File: config.mk
export PLATFORM = sky130hd
export DESIGN_NAME = crtc_video_timing
export DESIGN_NICKNAME = d
export VERILOG_FILES = /design/src/rtl/crtc_pkg.sv /design/src/rtl/crtc_sync_pulse.sv /design/src/rtl/crtc_video_timing.sv
export SDC_FILE = /design/constraint.sdc
export NUM_CORES = 1
export LEC_CHECK = 0
export ABC_AREA = 1
export BUFFER_PORTS_ARGS = -buffer_cell sky130_fd_sc_hd__buf_2
export CORE_MARGIN = 2
export CORE_UTILIZATION = 30
export CTS_CLUSTER_SIZE = 20
export DETAILED_ROUTE_END_ITERATION = 12
export PLACE_DENSITY_LB_ADDON = 0.2
export SLEW_MARGIN = 10
export SYNTH_ARGS = -nofsm -noshare
export SYNTH_HDL_FRONTEND = slang
export SYNTH_SLANG_ARGS = --single-unit
File: constraint.sdc
create_clock -name clk -period 3.46 [get_ports clk]
set_input_delay 0.692 -clock clk [delete_from_list [all_inputs] [get_ports clk]]
set_output_delay 0.692 -clock clk [all_outputs]
set_load 0.1 [all_outputs]
File: src/rtl/crtc_pkg.sv
// Shared definitions for the CRTC raster timing path: register indices, field widths, FSM states.
package crtc_pkg;

    localparam int MA_WIDTH = 14;
    localparam int RA_WIDTH = 5;

    typedef enum logic [4:0] {
        R0_H_TOTAL        = 5'd0,
        R1_H_DISPLAYED    = 5'd1,
        R2_H_SYNC_POS     = 5'd2,
        R3_SYNC_WIDTHS    = 5'd3,
        R4_V_TOTAL        = 5'd4,
        R5_V_TOTAL_ADJ    = 5'd5,
        R6_V_DISPLAYED    = 5'd6,
        R7_V_SYNC_POS     = 5'd7,
        R8_MODE_CTRL      = 5'd8,
        R9_MAX_SCAN_LINE  = 5'd9,
        R10_CURSOR_START  = 5'd10,
        R11_CURSOR_END    = 5'd11,
        R12_START_ADDR_HI = 5'd12,
        R13_START_ADDR_LO = 5'd13,
        R14_CURSOR_HI     = 5'd14,
        R15_CURSOR_LO     = 5'd15,
        R16_LPEN_HI       = 5'd16,
        R17_LPEN_LO       = 5'd17
    } crtc_reg_e;

    typedef enum logic {
        ACTIVE_ROWS = 1'b0,
        ADJUST      = 1'b1
    } crtc_state_e;

endpackage

File: src/rtl/crtc_sync_pulse.sv
// Fixed-width sync pulse generator; width counts step_en_i strobes, a width of 0 means 16.
module crtc_sync_pulse (
    input  logic       clk,
    input  logic       reset,
    input  logic       step_en_i,
    input  logic       trigger_i,
    input  logic [3:0] width_i,
    output logic       pulse_o
);

    logic [3:0] remaining_q;
    logic       pulse_q;

    // A trigger arriving while steps remain is ignored; width-1 wraps 0 to 15 extra steps.
    always_ff @(posedge clk) begin
        if (reset) begin
            remaining_q <= 4'd0;
            pulse_q     <= 1'b0;
        end else if (step_en_i) begin
            if (remaining_q != 4'd0) begin
                remaining_q <= remaining_q - 4'd1;
                pulse_q     <= 1'b1;
            end else if (trigger_i) begin
                remaining_q <= width_i - 4'd1;
                pulse_q     <= 1'b1;
            end else begin
                pulse_q     <= 1'b0;
            end
        end
    end

    assign pulse_o = pulse_q;

endmodule

File: src/rtl/crtc_video_timing.sv
// 6545-style raster timing: character/scan-line/row counters, syncs, display enable and refresh address.
module crtc_video_timing
    import crtc_pkg::*;
#(
    parameter int MA_WIDTH = crtc_pkg::MA_WIDTH,
    parameter int RA_WIDTH = crtc_pkg::RA_WIDTH
) (
    input  logic                clk,
    input  logic                reset,
    input  logic                char_en,
    input  logic [7:0]          r0_h_total,
    input  logic [7:0]          r1_h_displayed,
    input  logic [7:0]          r2_h_sync_pos,
    input  logic [7:0]          r3_sync_widths,
    input  logic [6:0]          r4_v_total,
    input  logic [4:0]          r5_v_total_adj,
    input  logic [6:0]          r6_v_displayed,
    input  logic [6:0]          r7_v_sync_pos,
    input  logic [4:0]          r9_max_scan_line,
    input  logic [13:0]         r12_r13_start_addr,
    output logic                h_sync,
    output logic                v_sync,
    output logic                de,
    output logic [MA_WIDTH-1:0] ma,
    output logic [RA_WIDTH-1:0] ra,
    output logic                frame_start
);

    logic [7:0]          h_count_q, h_count_d;
    logic [RA_WIDTH-1:0] ra_count_q;
    logic [6:0]          row_count_q;
    crtc_state_e         state_q;
    logic [MA_WIDTH-1:0] row_base_q, row_base_d, base_cur;
    logic                de_q, frame_start_q;
    logic [MA_WIDTH-1:0] ma_q;
    logic [RA_WIDTH-1:0] ra_q;
    logic                line_end, row_end, adjust_done, frame_origin;
    logic                h_trigger, v_step, v_trigger;

    // The start address is sampled only on the first character of a frame, so writes wait a frame.
    always_comb begin
        line_end     = h_count_q >= r0_h_total;
        row_end      = line_end && (ra_count_q >= r9_max_scan_line) && (state_q == ACTIVE_ROWS);
        adjust_done  = line_end && (state_q == ADJUST)
                       && (({1'b0, ra_count_q} + 6'd1) >= {1'b0, r5_v_total_adj});
        frame_origin = (h_count_q == 8'd0) && (ra_count_q == '0) && (row_count_q == 7'd0)
                       && (state_q == ACTIVE_ROWS);
        base_cur     = frame_origin ? r12_r13_start_addr : row_base_q;
        h_count_d    = line_end ? 8'd0 : h_count_q + 8'd1;
        if (row_end) begin
            row_base_d = base_cur + {{(MA_WIDTH-8){1'b0}}, r1_h_displayed};
        end else begin
            row_base_d = base_cur;
        end
        h_trigger    = h_count_q == r2_h_sync_pos;
        v_step       = char_en && (h_count_q == 8'd0);
        v_trigger    = (row_count_q == r7_v_sync_pos) && (ra_count_q == '0) && (state_q == ACTIVE_ROWS);
    end

    // Outputs describe the character being stepped over, so they track the counters one step behind.
    always_ff @(posedge clk) begin
        if (reset) begin
            h_count_q     <= 8'd0;
            ra_count_q    <= '0;
            row_count_q   <= 7'd0;
            state_q       <= ACTIVE_ROWS;
            row_base_q    <= '0;
            de_q          <= 1'b0;
            ma_q          <= '0;
            ra_q          <= '0;
            frame_start_q <= 1'b0;
        end else begin
            frame_start_q <= char_en && frame_origin;
            if (char_en) begin
                h_count_q  <= h_count_d;
                row_base_q <= row_base_d;
                ma_q       <= base_cur + {{(MA_WIDTH-8){1'b0}}, h_count_q};
                ra_q       <= ra_count_q;
                de_q       <= (h_count_q < r1_h_displayed) && (row_count_q < r6_v_displayed)
                              && (state_q == ACTIVE_ROWS);
                if (line_end) begin
                    case (state_q)
                        ACTIVE_ROWS: begin
                            if (ra_count_q >= r9_max_scan_line) begin
                                ra_count_q <= '0;
                                if (row_count_q >= r4_v_total) begin
                                    if (r5_v_total_adj == 5'd0) begin
                                        row_count_q <= 7'd0;
                                    end else begin
                                        row_count_q <= row_count_q + 7'd1;
                                        state_q     <= ADJUST;
                                    end
                                end else begin
                                    row_count_q <= row_count_q + 7'd1;
                                end
                            end else begin
                                ra_count_q <= ra_count_q + 1'b1;
                            end
                        end
                        ADJUST: begin
                            if (adjust_done) begin
                                ra_count_q  <= '0;
                                row_count_q <= 7'd0;
                                state_q     <= ACTIVE_ROWS;
                            end else begin
                                ra_count_q <= ra_count_q + 1'b1;
                            end
                        end
                        default: state_q <= ACTIVE_ROWS;
                    endcase
                end
            end
        end
    end

    crtc_sync_pulse u_h_sync (
        .clk       (clk),
        .reset     (reset),
        .step_en_i (char_en),
        .trigger_i (h_trigger),
        .width_i   (r3_sync_widths[3:0]),
        .pulse_o   (h_sync)
    );

    // v_sync steps once per scan line, on its first character.
    crtc_sync_pulse u_v_sync (
        .clk       (clk),
        .reset     (reset),
        .step_en_i (v_step),
        .trigger_i (v_trigger),
        .width_i   (r3_sync_widths[7:4]),
        .pulse_o   (v_sync)
    );

    assign de          = de_q;
    assign ma          = ma_q;
    assign ra          = ra_q;
    assign frame_start = frame_start_q;

endmodule

## Word-level counts from Yosys, hierarchy flattened

Cells that the tools add are included.

- Logic and storage cells: 83
- ROM bits: 0
- Output and inout port bits: 23
- Latch bits: 0
- RAM bits: 0
- Register bits after elaboration: 66
- Memories: 0
- Input bits: 80

- Order comparisons: 6
- Multiplexer cells: 24
- Equality and inequality tests: 4
- Shift operators: 0
- Bitwise gates (word level): 1
- Reductions and logical operators: 25
- Add/subtract/negate cells: 10
- Divide/modulo/power cells: 0
- Multipliers: 0

Operators with widths:

| operator | count |
|---|---|
| $add A14 B8 Y14 | 2 |
| $mux W14 | 2 |
| $mux W7 | 4 |
| $mux W4 | 4 |
| $sub A4 B1 Y4 const B | 4 |
| $pmux W7 S2 | 1 |
| $logic_and A1 B1 Y1 | 13 |
| $logic_not A5 Y1 | 2 |
| $mux W5 | 2 |
| $pmux W5 S2 | 1 |
| $add A8 B1 Y8 const B | 1 |
| $eq A8 B8 Y1 | 1 |
| $ge A8 B8 Y1 | 1 |
| $logic_not A8 Y1 | 1 |
| $lt A8 B8 Y1 | 1 |
| $mux W1 | 8 |
| $mux W8 | 1 |
| $reduce_bool A4 Y1 | 2 |
| $add A7 B1 Y7 const B | 1 |
| $eq A7 B7 Y1 | 1 |
| $ge A7 B7 Y1 | 1 |
| $logic_not A7 Y1 | 1 |
| $lt A7 B7 Y1 | 1 |
| $add A5 B1 Y6 const B | 1 |
| other kinds (10) | 13 |

## Depth between registers and ports, before layout

Gate-level depths: netlist of run 1.

- Depth after elaboration: 7
- Depth in mapped cells: 24
- Depth with buffers taken out: 24

## By module

Synthesis of run 1 repeated with hierarchy kept, for this count alone.

- Cell total of the unflattened synthesis: 817
- Area, all modules: 5545.3 µm²

By module, submodules not included:

| module | area each (µm²) | times used | cells each | sequential area each (µm²) |
|---|---|---|---|---|
| crtc_video_timing | 4874.7 | 1 | 727 | 1121.1 |
| crtc_sync_pulse | 335.3 | 2 | 45 | 100.1 |

## Worst setup path before layout of run 1

No wires, ideal clock.

- Kind: register -> register
- Start: register h_count_q[1]
- End: register row_base_q[10]
- Library setup time: 109 ps
- Arrival time: 2885 ps
- Buffers on the path: 0
- Setup slack: 466 ps
- Data required time: 3351 ps
- Cell stages (with the launch flop): 22
- Period minus slack after synthesis: 2994 ps
- Cells stage by stage: dfxtp_1 > inv_1 > ha_1 > nand3_2 > nor2_8 > inv_2 > nor2_4 > or2_2 > o21ai_0 > inv_1 > ha_1 > inv_1 > fa_1 > o21ai_1 > a21boi_0 > o21a_1 > nor2_2 > nand2_1 > nand2_1 > nand3_1 > nand2_1 > inv_1

- Cells in the longest elaborated chain, start to end: 7
- Elaborated cells on any way between the ends: 10
- Classes of those cells: 1 x add/sub; 1 x order compare; 2 x mux; 6 x reduce/logical

Ends and longest elaborated chain:

| element | RTL line | source |
|---|---|---|
| from (decl) | crtc_video_timing.sv:29 | `logic [7:0] h_count_q, h_count_d;` |
| from (signal assigned) | crtc_video_timing.sv:75 | `h_count_q <= h_count_d;` |
| $logic_not A8 Y1 | crtc_video_timing.sv:46 | `frame_origin = (h_count_q == 8'd0) && (ra_count_q == '0) && (row_count_q == 7'd0)` |
| $logic_and A1 B1 Y1 (2 in a row) | crtc_video_timing.sv:46 |  |
| $logic_and A1 B1 Y1 | crtc_video_timing.sv:47 | `&& (state_q == ACTIVE_ROWS);` |
| $mux W14 | crtc_video_timing.sv:48 | `base_cur = frame_origin ? r12_r13_start_addr : row_base_q;` |
| $add A14 B8 Y14 | crtc_video_timing.sv:51 | `row_base_d = base_cur + {{(MA_WIDTH-8){1'b0}}, r1_h_displayed};` |
| $mux W14 (*) | crtc_video_timing.sv:50 | `if (row_end) begin` |
| to (signal assigned) | crtc_video_timing.sv:76 | `row_base_q <= row_base_d;` |
| to (decl) | crtc_video_timing.sv:33 | `logic [MA_WIDTH-1:0] row_base_q, row_base_d, base_cur;` |

Mark *: on every way between the ends. The rest lies on a longest branch, timed or not.
A chain may end at the register's enable or synchronous reset.

## Worst setup path in the final report of run 1

- Start: register h_count_q[0]
- End: register ma_q[8], in the netlist ma[8]

- Cells in the longest elaborated chain, start to end: 6

Ends and longest elaborated chain:

| element | RTL line | source |
|---|---|---|
| $logic_not A8 Y1 | crtc_video_timing.sv:46 |  |
| $logic_and A1 B1 Y1 (2 in a row) | crtc_video_timing.sv:46 |  |
| $logic_and A1 B1 Y1 | crtc_video_timing.sv:47 |  |
| $mux W14 | crtc_video_timing.sv:48 |  |
| $add A14 B8 Y14 (*) | crtc_video_timing.sv:77 | `ma_q <= base_cur + {{(MA_WIDTH-8){1'b0}}, h_count_q};` |
| to (signal assigned) | crtc_video_timing.sv:77 |  |
| to (decl) | crtc_video_timing.sv:35 | `logic [MA_WIDTH-1:0] ma_q;` |

Marks and branches as above.

==> results by group, run 1 <==
Global route
  – Initial antenna violation count: 0
  – Global-route wire length before repair: between 20 and 25 mm
  – Largest net degree at the start of global routing: 36
  – GR Util All Layers: between 15 and 20%
  – Grt ovf: 0
  – Vias in the first global route: about 5000

Logic synthesis
  – Mapped cell area: about 5400 um2
  – Cell with the most instances after synthesis: nand2_1
  – Post-Synthesis Cells: just under 800
  – #FFs+latches synth: 66
  – Syn_nets: 941
  – Post-synth top area share: approximately a quarter
  – Number of library cell types mapped by synthesis: 45
  – Mapped Avg Cell Area: approximately 6.8 um2
  – Synth top area cells: dfxtp_1, ha_1, nand2_1, inv_1, nor2_1
  – Synth cell count leaders: nand2_1, inv_1, nor2_1, dfxtp_1, ha_1
  – Synth area leader: dfxtp_1
  – Ys async rst share: 0%
  – Synth Warn #: 0
  – Sequential share of the synthesized area: about a quarter
  – Number of flops mapped to enable cells by yosys: 0
  – Top FF cell, synth: dfxtp_1

Worst setup path
  – Capture point of the worst reg-to-reg path: ma[8]$_SDFFE_PP0P_
  – Max incr delay on CP: approximately 420 ps
  – CP delay by family, top: compound AO/OA/AOI/OAI gates
  – CP Launch Point: h_count_q[0]$_SDFFE_PP0P_
  – Most frequent CP cell: inv_1
  – WP data arrival: 3360 ps
  – Worst-path fanout max: 9
  – R2r startpoint: h_count_q[0]$_SDFFE_PP0P_
  – Worst path slowest cell: fa_1
  – Nature of the critical path endpoint: flop
  – Buf/Inv on CP: 4
  – Crit path cell chain: inv_1 -> ha_1 -> nand3_2 -> nor2_8 -> buf_4 -> nand3_4 -> o21ai_0 -> inv_1 -> ha_1 -> fa_1 -> a31oi_2 -> o21bai_1 -> nand2_1 -> nand2_1 -> o221ai_1 -> inv_1
  – Cell count of the worst reg-to-reg path: 16
  – CP required: around 3700 ps
  – R2r setup slk: roughly 330 ps
  – Worst Setup Start Kind: flop
  – Critical Setup Path Class: reg2reg

Final layout
  – Fillers: 1902
  – Area grow syn2layout: 22.9%
  – # diodes: 0
  – Layout cells sized above 1: 20.2%
  – Core Util, Final: about 38%
  – # nets final: between 1000 and 1500

Floorplan
  – Rows: 48
  – Die area: between 15000 and 20000 um2
  – Die span in y: ~140 um
  – Initial core utilization: between 30% and 40%
  – IO Count: between 100 and 150
  – Placeable Area: approximately 17000 um2
  – Die Span X: around 140 um

Placement
  – Hpwl dp: approximately 12 mm
  – Port Buffer Count: ~100
  – RePlAce Congestion: about 0.83

Timing
  – Setup total negative slack: 0 ps
  – Pins Over Slew Limit: 0
  – Clk_skew: between 7 and 8 ps
  – Period minus WS final: 3130 ps
  – Final Hold Viols: 0
  – Slew of the pin with the lowest slew margin: ~530 ps
  – Hold WS: between 400 and 500 ps
  – Setup violators final: 0
  – Final worst path period share: a little over 90%
  – Max Freq: 320 MHz
  – Worst rel slew slack: 65.2%

Clocking
  – # hold bufs at CTS: 0
  – Reg clk slew, reported paths: approximately 60 ps
  – Root buffer selected by CTS: clkbuf_16
  – Htree depth: 3
  – Clock Latency Late Sink: about 340 ps
  – CTS Sinks: between 60 and 70
  – TritonCTS clock tree: built
  – Max Buffers Root-to-Sink: 2
  – CTS Buf Count: 9

Run status
  – Status: finished clean

Route
  – Routed vias: between 5000 and 6000
  – # DRC: 0
  – Vias/cell: about 4.6
  – Drt wl/cell: 13.0 um
  – Remaining antenna violation count after routing: 0
  – Detailed Routing Iterations Pass 1: 5
  – Iter 0 DRT Violations: between 200 and 300
  – Final wirelength: 14.9 mm

Power and ir drop
  – Pwr Density: slightly above 400 nW/um2
  – Peak supply drop: 0.177 mV
  – Leakage: 3.54 nW

Worst hold path
  – Hold Path Stages: 2
  – Worst Hold Class: reg2reg
  – Hold Path Origin: row_base_q[7]$_SDFFE_PP0P_
  – Worst hold endpoint: row_base_q[7]$_SDFFE_PP0P_

Job
  – Max Cap Viol: 0
## cells in the final DEF, fill, tap and decap left out, types with 3 or more instances in the layout
cell       instances
a21o_1             3
a21oi_1           58
buf_2            102
buf_4             25
clkbuf_16          9
dfxtp_1           66
ha_1              64
inv_1            119
inv_2              6
nand2_1          151
nand2_2           10
nand3_1           42
nand4_1           24
nor2_1            84
nor2_2             3
nor2_4             6
nor3_1             9
nor3_2             3
o211ai_1           9
o21a_1             3
o21ai_0           37
o21ai_1            8
o21ai_2            3
o22ai_1            3
xnor2_1            8
xor2_1            29
## how the worst max path moves through the flow
| stage | end | cells after the start |
|---|---|---|
| finish | ma[8]$_SDFFE_PP0P_ | 16 |
| global route | row_base_q[10]$_SDFFE_PP0P_ | 23 |
| CTS | row_base_q[10]$_SDFFE_PP0P_ | 21 |
| detailed placement | row_base_q[10]$_SDFFE_PP0P_ | 21 |
| global placement | row_base_q[10]$_SDFFE_PP0P_ | 21 |
| floorplan | row_base_q[10]$_SDFFE_PP0P_ | 21 |
## area by class of cell
cell class	instances	area (um2)	area share, %
Clock buffer	9	225	3.41
Sequential cell	66	1320	20.0
Multi-Input combinational cell	581	3510	53.1
Inverter	128	483	7.31
Timing Repair Buffer	127	698	10.6
Clock inverter	7	93.8	1.42
Tap cell	225	282	4.26
## metrics by stage
step	instances	cell area, um2	total power, mW	setup WS (ps)
CTS	1141	6570	2.78	84.3
detailed placement	1125	6250	1.77	133
finish	1143	6610	2.75	330
floorplan	795	5380	1.56	466
global placement	1125	6250	1.78	193
global route	1143	6610	2.94	-21.0
## worst reg2reg max path, delay by kind of cell (launching register included)
family / cells / cell delay [ps]
AOI/OAI and AO/OA: 4 / 850
adders and majority gates: 3 / 820
and+or+nand+nor: 5 / 560
buffers and inverters: 4 / 430
DFF: 1 / 360
## state kept, by name, indices dropped and copies added, names as in the netlist
| register | flops |
|---|---|
| ra | 5 |
| u_v_sync.remaining_q | 4 |
| u_v_sync.pulse_o | 1 |
| row_base_q | 14 |
| row_count_q | 7 |
| ra_count_q | 5 |
| u_h_sync.remaining_q | 4 |
| u_h_sync.pulse_o | 1 |
| h_count_q | 8 |
| ma | 14 |
| frame_start | 1 |
| de | 1 |
| state_q | 1 |
## report_power, final
group,total [mW],internal (mW),switching [mW]
sequential,0.852,0.824,0.0286
clock,0.985,0.629,0.356
combinational,0.912,0.284,0.628
## kinds of logic after synthesis
family          Yosys count  synth area share [%]
xor+xnor                 37                  6.03
flops                    66                  24.6
fa+ha+maj                66                  15.6
simple gates            343                  29.3
buf+inv                 148                  10.7
compound gates          135                  13.8
## per-layer routing
metal	global-route usage, %	wire (um)
met3	2.89	647
met4	3.91	139
met2	26.3	6560
met1	22.3	7560
met5	0	0
## timing repair
action,4_1_cts,5_1_grt
gates resized for setup,0,8
endpoints found under the setup margin,0,10
setup buffers,0,2
Note: power is estimated with default switching activity, not from simulation.
==> inputs of run 2 (changes only) <==
--- a/config.mk
+++ b/config.mk
@@ -6,11 +6,11 @@
 export NUM_CORES = 1
 export LEC_CHECK = 0
 export ABC_AREA = 1
-export BUFFER_PORTS_ARGS = -buffer_cell sky130_fd_sc_hd__buf_2
 export CORE_MARGIN = 2
-export CORE_UTILIZATION = 30
+export CORE_UTILIZATION = 40
 export CTS_CLUSTER_SIZE = 20
 export DETAILED_ROUTE_END_ITERATION = 12
+export DONT_BUFFER_PORTS = 1
 export PLACE_DENSITY_LB_ADDON = 0.2
 export SLEW_MARGIN = 10
 export SYNTH_ARGS = -nofsm -noshare
==> results by group, run 2 (synthesized netlist as in run 1, its figures left out) <==
Route
  – Remaining antenna violation count after routing: 0
  – Vias/cell: 5.06
  – Detailed Routing Iterations Pass 1: 4
  – # DRC: 0
  – Iter 0 DRT Violations: around 180
  – Final wirelength: 14.4 mm
  – Drt wl/cell: around 15 um
  – Routed vias: 4978

Timing
  – Final Hold Viols: 0
  – Hold WS: roughly 430 ps
  – Period minus WS final: about 3200 ps
  – Final worst path period share: approximately nine tenths
  – Slew of the pin with the lowest slew margin: 1070 ps
  – Setup violators final: 0
  – Setup total negative slack: 0 ps
  – Worst rel slew slack: around 29%
  – Clk_skew: about 8 ps
  – Max Freq: between 300 and 400 MHz
  – RSZ-0062 raised after global routing: no
  – Pins Over Slew Limit: 0

Placement
  – RePlAce Congestion: around 0.89
  – Cell count after placement: slightly below 1000
  – Hpwl dp: ~11 mm
  – Port Buffer Count: 0

Worst setup path
  – Worst-path fanout max: 7
  – Worst path slowest cell: fa_1
  – Max incr delay on CP: around 420 ps
  – Nature of the critical path endpoint: flop
  – Crit path cell chain: inv_1 -> ha_1 -> nand3_2 -> nor2_8 -> inv_2 -> nor2_4 -> or2_2 -> o21ai_0 -> inv_1 -> ha_1 -> inv_1 -> fa_1 -> o21ai_2 -> a21boi_1 -> o21a_1 -> nor2_4 -> nand2_1 -> nand2_1 -> nand3_1 -> nand2_1 -> inv_1
  – Critical Setup Path Class: reg2reg
  – Worst Setup Start Kind: flop
  – CP delay by family, top: simple AND/OR/NAND/NOR gates
  – Buf/Inv on CP: 5
  – WP data arrival: 3380 ps
  – Most frequent CP cell: inv_1
  – CP required: ~3700 ps

Final layout
  – # nets final: 949
  – Fillers: between 1000 and 1500
  – # diodes: 0
  – Layout cells sized above 1: slightly below 9%
  – Area grow syn2layout: 10.7%
  – Commonest non-fill, non-tap cell in the layout: nand2_1
  – Register Area: between 1000 and 1500 um2
  – Most frequent cells in the layout: nand2_1, inv_1, nor2_1, dfxtp_1, ha_1
  – Footprint of the multi-input gates: 3500 um2
  – Fin cells: between 900 and 1000

Clocking
  – Reg clk slew, reported paths: 60 ps
  – Setup bufs post-CTS: 0
  – # hold bufs at CTS: 0
  – TritonCTS clock tree: built
  – Root buffer selected by CTS: clkbuf_16
  – Clock Latency Late Sink: between 300 and 400 ps
  – CTS Buf Count: 9
  – CTS Sinks: between 60 and 70
  – Htree depth: 3
  – Max Buffers Root-to-Sink: 2
  – CTS resizes: 0

Run status
  – Status: finished clean

Floorplan
  – Die area: 14400 um2
  – Rows: between 40 and 50
  – Die span in y: approximately 120 um
  – IO Count: roughly 100
  – Die Span X: 120 um
  – Initial core utilization: 40.8%
  – Placeable Area: roughly 13000 um2

Global route
  – Vias in the first global route: approximately 4700
  – Grt ovf: 0
  – Largest net degree at the start of global routing: slightly below 60
  – GR Util All Layers: a little over 20%
  – Global-route wire length before repair: 23.6 mm
  – Initial antenna violation count: 1

Power and ir drop
  – Leakage: about 3.1 nW
  – Peak supply drop: about 0.18 mV
  – Pwr Density: 441 nW/um2

Job
  – Max Cap Viol: 0

Worst hold path
  – Worst Hold Class: in2reg
run 2: layout make-up:
| type | count | share of cell area, % |
|---|---|---|
| clock buffer | 12 | 4.31 |
| clock inverter | 4 | 0.840 |
| inverter | 128 | 8.11 |
| multi-input combinational | 581 | 58.7 |
| sequential | 66 | 22.2 |
| tap | 176 | 3.70 |
| timing repair buffer | 17 | 2.14 |
run 2: final timing paths:
kind | startpoint | endpoint | slack (ps) | cells after the start
hold / removal | reset | u_h_sync.pulse_o$_SDFFE_PP0P_ | 430 | 1
hold reg to reg | row_base_q[5]$_SDFFE_PP0P_ | row_base_q[5]$_SDFFE_PP0P_ | 460 | 2
setup / recovery | h_count_q[0]$_SDFFE_PP0P_ | row_base_q[10]$_SDFFE_PP0P_ | 310 | 21
setup reg to reg | h_count_q[0]$_SDFFE_PP0P_ | row_base_q[10]$_SDFFE_PP0P_ | 310 | 21
run 2: through the flow:
step / power (mW) / utilization [%] / worst slack (ps) / cell area (um2)
3_5_place_dp: 1.69 / 42.7 / 191 / 5630
5_1_grt: 2.79 / 45.2 / 36.2 / 5960
3_3_place_gp: 1.68 / 42.7 / 263 / 5630
2_1_floorplan: 1.56 / - / 466 / 5380
6_report: 2.63 / 45.2 / 310 / 5960
4_1_cts: 2.65 / 45.0 / 165 / 5940
run 2: power breakdown:
group	leakage, nW	internal (mW)	switching [mW]	total [mW]
Combinational	2.38	0.239	0.394	0.633
Clock	0.145	0.596	0.351	0.948
Sequential	0.541	0.824	0.222	1.05
run 2: per-layer routing:
metal  routed length (um)  global-route usage (%)
met5                   11                       0
met4                  157                    5.29
met3                  840                    5.42
met2                 6720                    34.9
met1                 6690                    26.3
run 2: worst reg2reg max path, stage by stage (launching register included):
cell      delay (ps)
dfxtp_1          300
inv_1            120
ha_1             180
nand3_2          130
nor2_8           200
inv_2             80
nor2_4           130
or2_2            110
o21ai_0          100
inv_1            100
ha_1             170
inv_1             50
fa_1             420
o21ai_2          190
a21boi_1         110
o21a_1           210
nor2_4           160
nand2_1           80
nand2_1           60
nand3_1           60
nand2_1           60
inv_1             30
==> inputs of run 3 (changes only) <==
--- a/config.mk
+++ b/config.mk
@@ -6,7 +6,7 @@
 export NUM_CORES = 1
 export LEC_CHECK = 0
 export ABC_AREA = 1
-export CORE_MARGIN = 2
+export CORE_MARGIN = 5
 export CORE_UTILIZATION = 40
 export CTS_CLUSTER_SIZE = 20
 export DETAILED_ROUTE_END_ITERATION = 12
==> results by group, run 3 (synthesized netlist as in run 1, its figures left out) <==
Floorplan
  – IO Count: between 100 and 150
  – Placeable Area: about 13000 um2
  – Die span in y: 126 um
  – Initial core utilization: 40.8%
  – Die Span X: 126 um
  – Rows: 42
  – Die area: around 16000 um2

Clocking
  – Root buffer selected by CTS: clkbuf_16
  – Htree depth: 3
  – CTS Sinks: 66
  – Reg clk slew, reported paths: 60 ps
  – Max Buffers Root-to-Sink: 2
  – TritonCTS clock tree: built
  – CTS Buf Count: 9
  – Clock Latency Late Sink: roughly 340 ps

Worst setup path
  – Nature of the critical path endpoint: flop
  – Critical Setup Path Class: reg2reg
  – Worst-path fanout max: 7
  – Worst Setup Start Kind: flop
  – CP required: about 3700 ps
  – WP data arrival: roughly 3400 ps

Route
  – Vias/cell: ~5
  – Detailed Routing Iterations Pass 1: 4
  – DR top layer: met5
  – Remaining antenna violation count after routing: 0
  – WL met1: approximately 6.6 mm
  – Iter 0 DRT Violations: around 270
  – Final wirelength: about 15 mm
  – WL met2: around 6.9 mm
  – Routed vias: 5029
  – Drt wl/cell: ~15 um
  – Met3 wire length: approximately 850 um
  – # DRC: 0

Placement
  – Pre-CTS setup slack: between 100 and 150 ps
  – Cell count after placement: just under 1000
  – RePlAce Congestion: between 0.8 and 0.9
  – Port Buffer Count: 0
  – Placed instance area: 5630 um2
  – Hpwl dp: between 10 and 15 mm

Power and ir drop
  – Sw frac: 37.5%
  – Clock network power share: between 30% and 40%
  – Leakage: about 3.1 nW
  – Sequential Power Share: about two fifths
  – Net Sw Power: between 0.9 and 1 mW
  – Internal Pwr Total: between 1.5 and 2 mW
  – Logic pwr share: approximately 24%
  – Peak supply drop: between 0.2 and 0.25 mV
  – Final Total Pwr: approximately 2.6 mW
  – Pwr Density: 436 nW/um2

Global route
  – Grt ovf: 0
  – GR Util All Layers: a little under a fifth
  – Global-route wire length before repair: 24.4 mm
  – Initial antenna violation count: 1
  – Largest net degree at the start of global routing: 58
  – Vias in the first global route: 4953

Final layout
  – Layout cells sized above 1: 9.03%
  – # diodes: 0
  – Area grow syn2layout: 10.5%
  – Commonest non-fill, non-tap cell in the layout: nand2_1
  – Fin area: a little under 6000 um2
  – # nets final: between 900 and 1000
  – Core Util, Final: between 40% and 50%
  – Fin cells: 984
  – Most frequent cells in the layout: nand2_1, inv_1, nor2_1, dfxtp_1, ha_1

Job
  – Max Cap Viol: 0

Timing
  – Setup violators final: 0
  – Final Worst Setup Slack: 315 ps
  – Max Freq: approximately 320 MHz
  – Clk_skew: 5.86 ps
  – Slew of the pin with the lowest slew margin: approximately 1000 ps
  – Final worst path period share: approximately nine tenths
  – Final Hold Viols: 0
  – Pins Over Slew Limit: 0
  – Worst rel slew slack: 30.3%
  – Hold WS: approximately 430 ps
  – Period minus WS final: 3150 ps
  – Setup total negative slack: 0 ps

Worst hold path
  – Worst Hold Class: in2reg

Run status
  – Status: finished clean
[run 3: layout make-up]
cell class                      count  area [um2]
Timing Repair Buffer               17         128
Clock buffer                        9         225
Fill cell                        1396        7250
Clock inverter                      7        70.1
Multi-Input combinational cell    581        3500
Sequential cell                    66        1320
Tap cell                          176         220
Inverter                          128         483
[run 3: worst max-delay path, cell delays in order (launching register included)]
cell and delay (ps):
dfxtp_1 310, inv_1 130, ha_1 180, nand3_2 120, nor2_8 190, inv_2 80, nor2_4 140, or2_2 120
o21ai_0 100, inv_1 110, ha_1 170, inv_1 50, fa_1 410, o21ai_2 190, a21boi_1 110, o21a_1 220
nor2_4 140, nand2_1 70, nand2_1 60, nand3_1 60, nand2_1 60, inv_1 30
[run 3: final timing paths]
| check | slack [ps] | depth (start not counted) | start | end |
|---|---|---|---|---|
| max | 310 | 21 | h_count_q[0]$_SDFFE_PP0P_ | row_base_q[10]$_SDFFE_PP0P_ |
| min | 430 | 1 | reset | u_h_sync.pulse_o$_SDFFE_PP0P_ |
| max reg2reg | 310 | 21 | h_count_q[0]$_SDFFE_PP0P_ | row_base_q[10]$_SDFFE_PP0P_ |
| min reg2reg | 460 | 2 | row_base_q[6]$_SDFFE_PP0P_ | row_base_q[6]$_SDFFE_PP0P_ |
[run 3: repair_timing]
| item | in CTS | in global routing |
|---|---|---|
| setup buffers | 0 | 1 |
| hold buffers | 0 | 0 |
| gates resized for setup | 0 | 5 |
| endpoints found under the setup margin | 0 | 8 |
[run 3: routing by layer]
layer | global-route usage, % | vias to the layer above
met1 | 23.1 | 2298
li1 | - | 2600
met2 | 31.6 | 110
met5 | 0 | -
met4 | 5.49 | 2
met3 | 5.00 | 19
[run 3: power by group through the flow]
| stage | combinational (mW) | clock (mW) | sequential [mW] |
|---|---|---|---|
| 3_5_place_dp | 0.626 | 0 | 1.06 |
| 5_1_grt | 0.727 | 0.968 | 1.05 |
| 2_1_floorplan | 0.505 | 0 | 1.05 |
| 6_report | 0.631 | 0.915 | 1.04 |
| 3_3_place_gp | 0.612 | 0 | 1.06 |
| 4_1_cts | 0.632 | 0.935 | 1.04 |
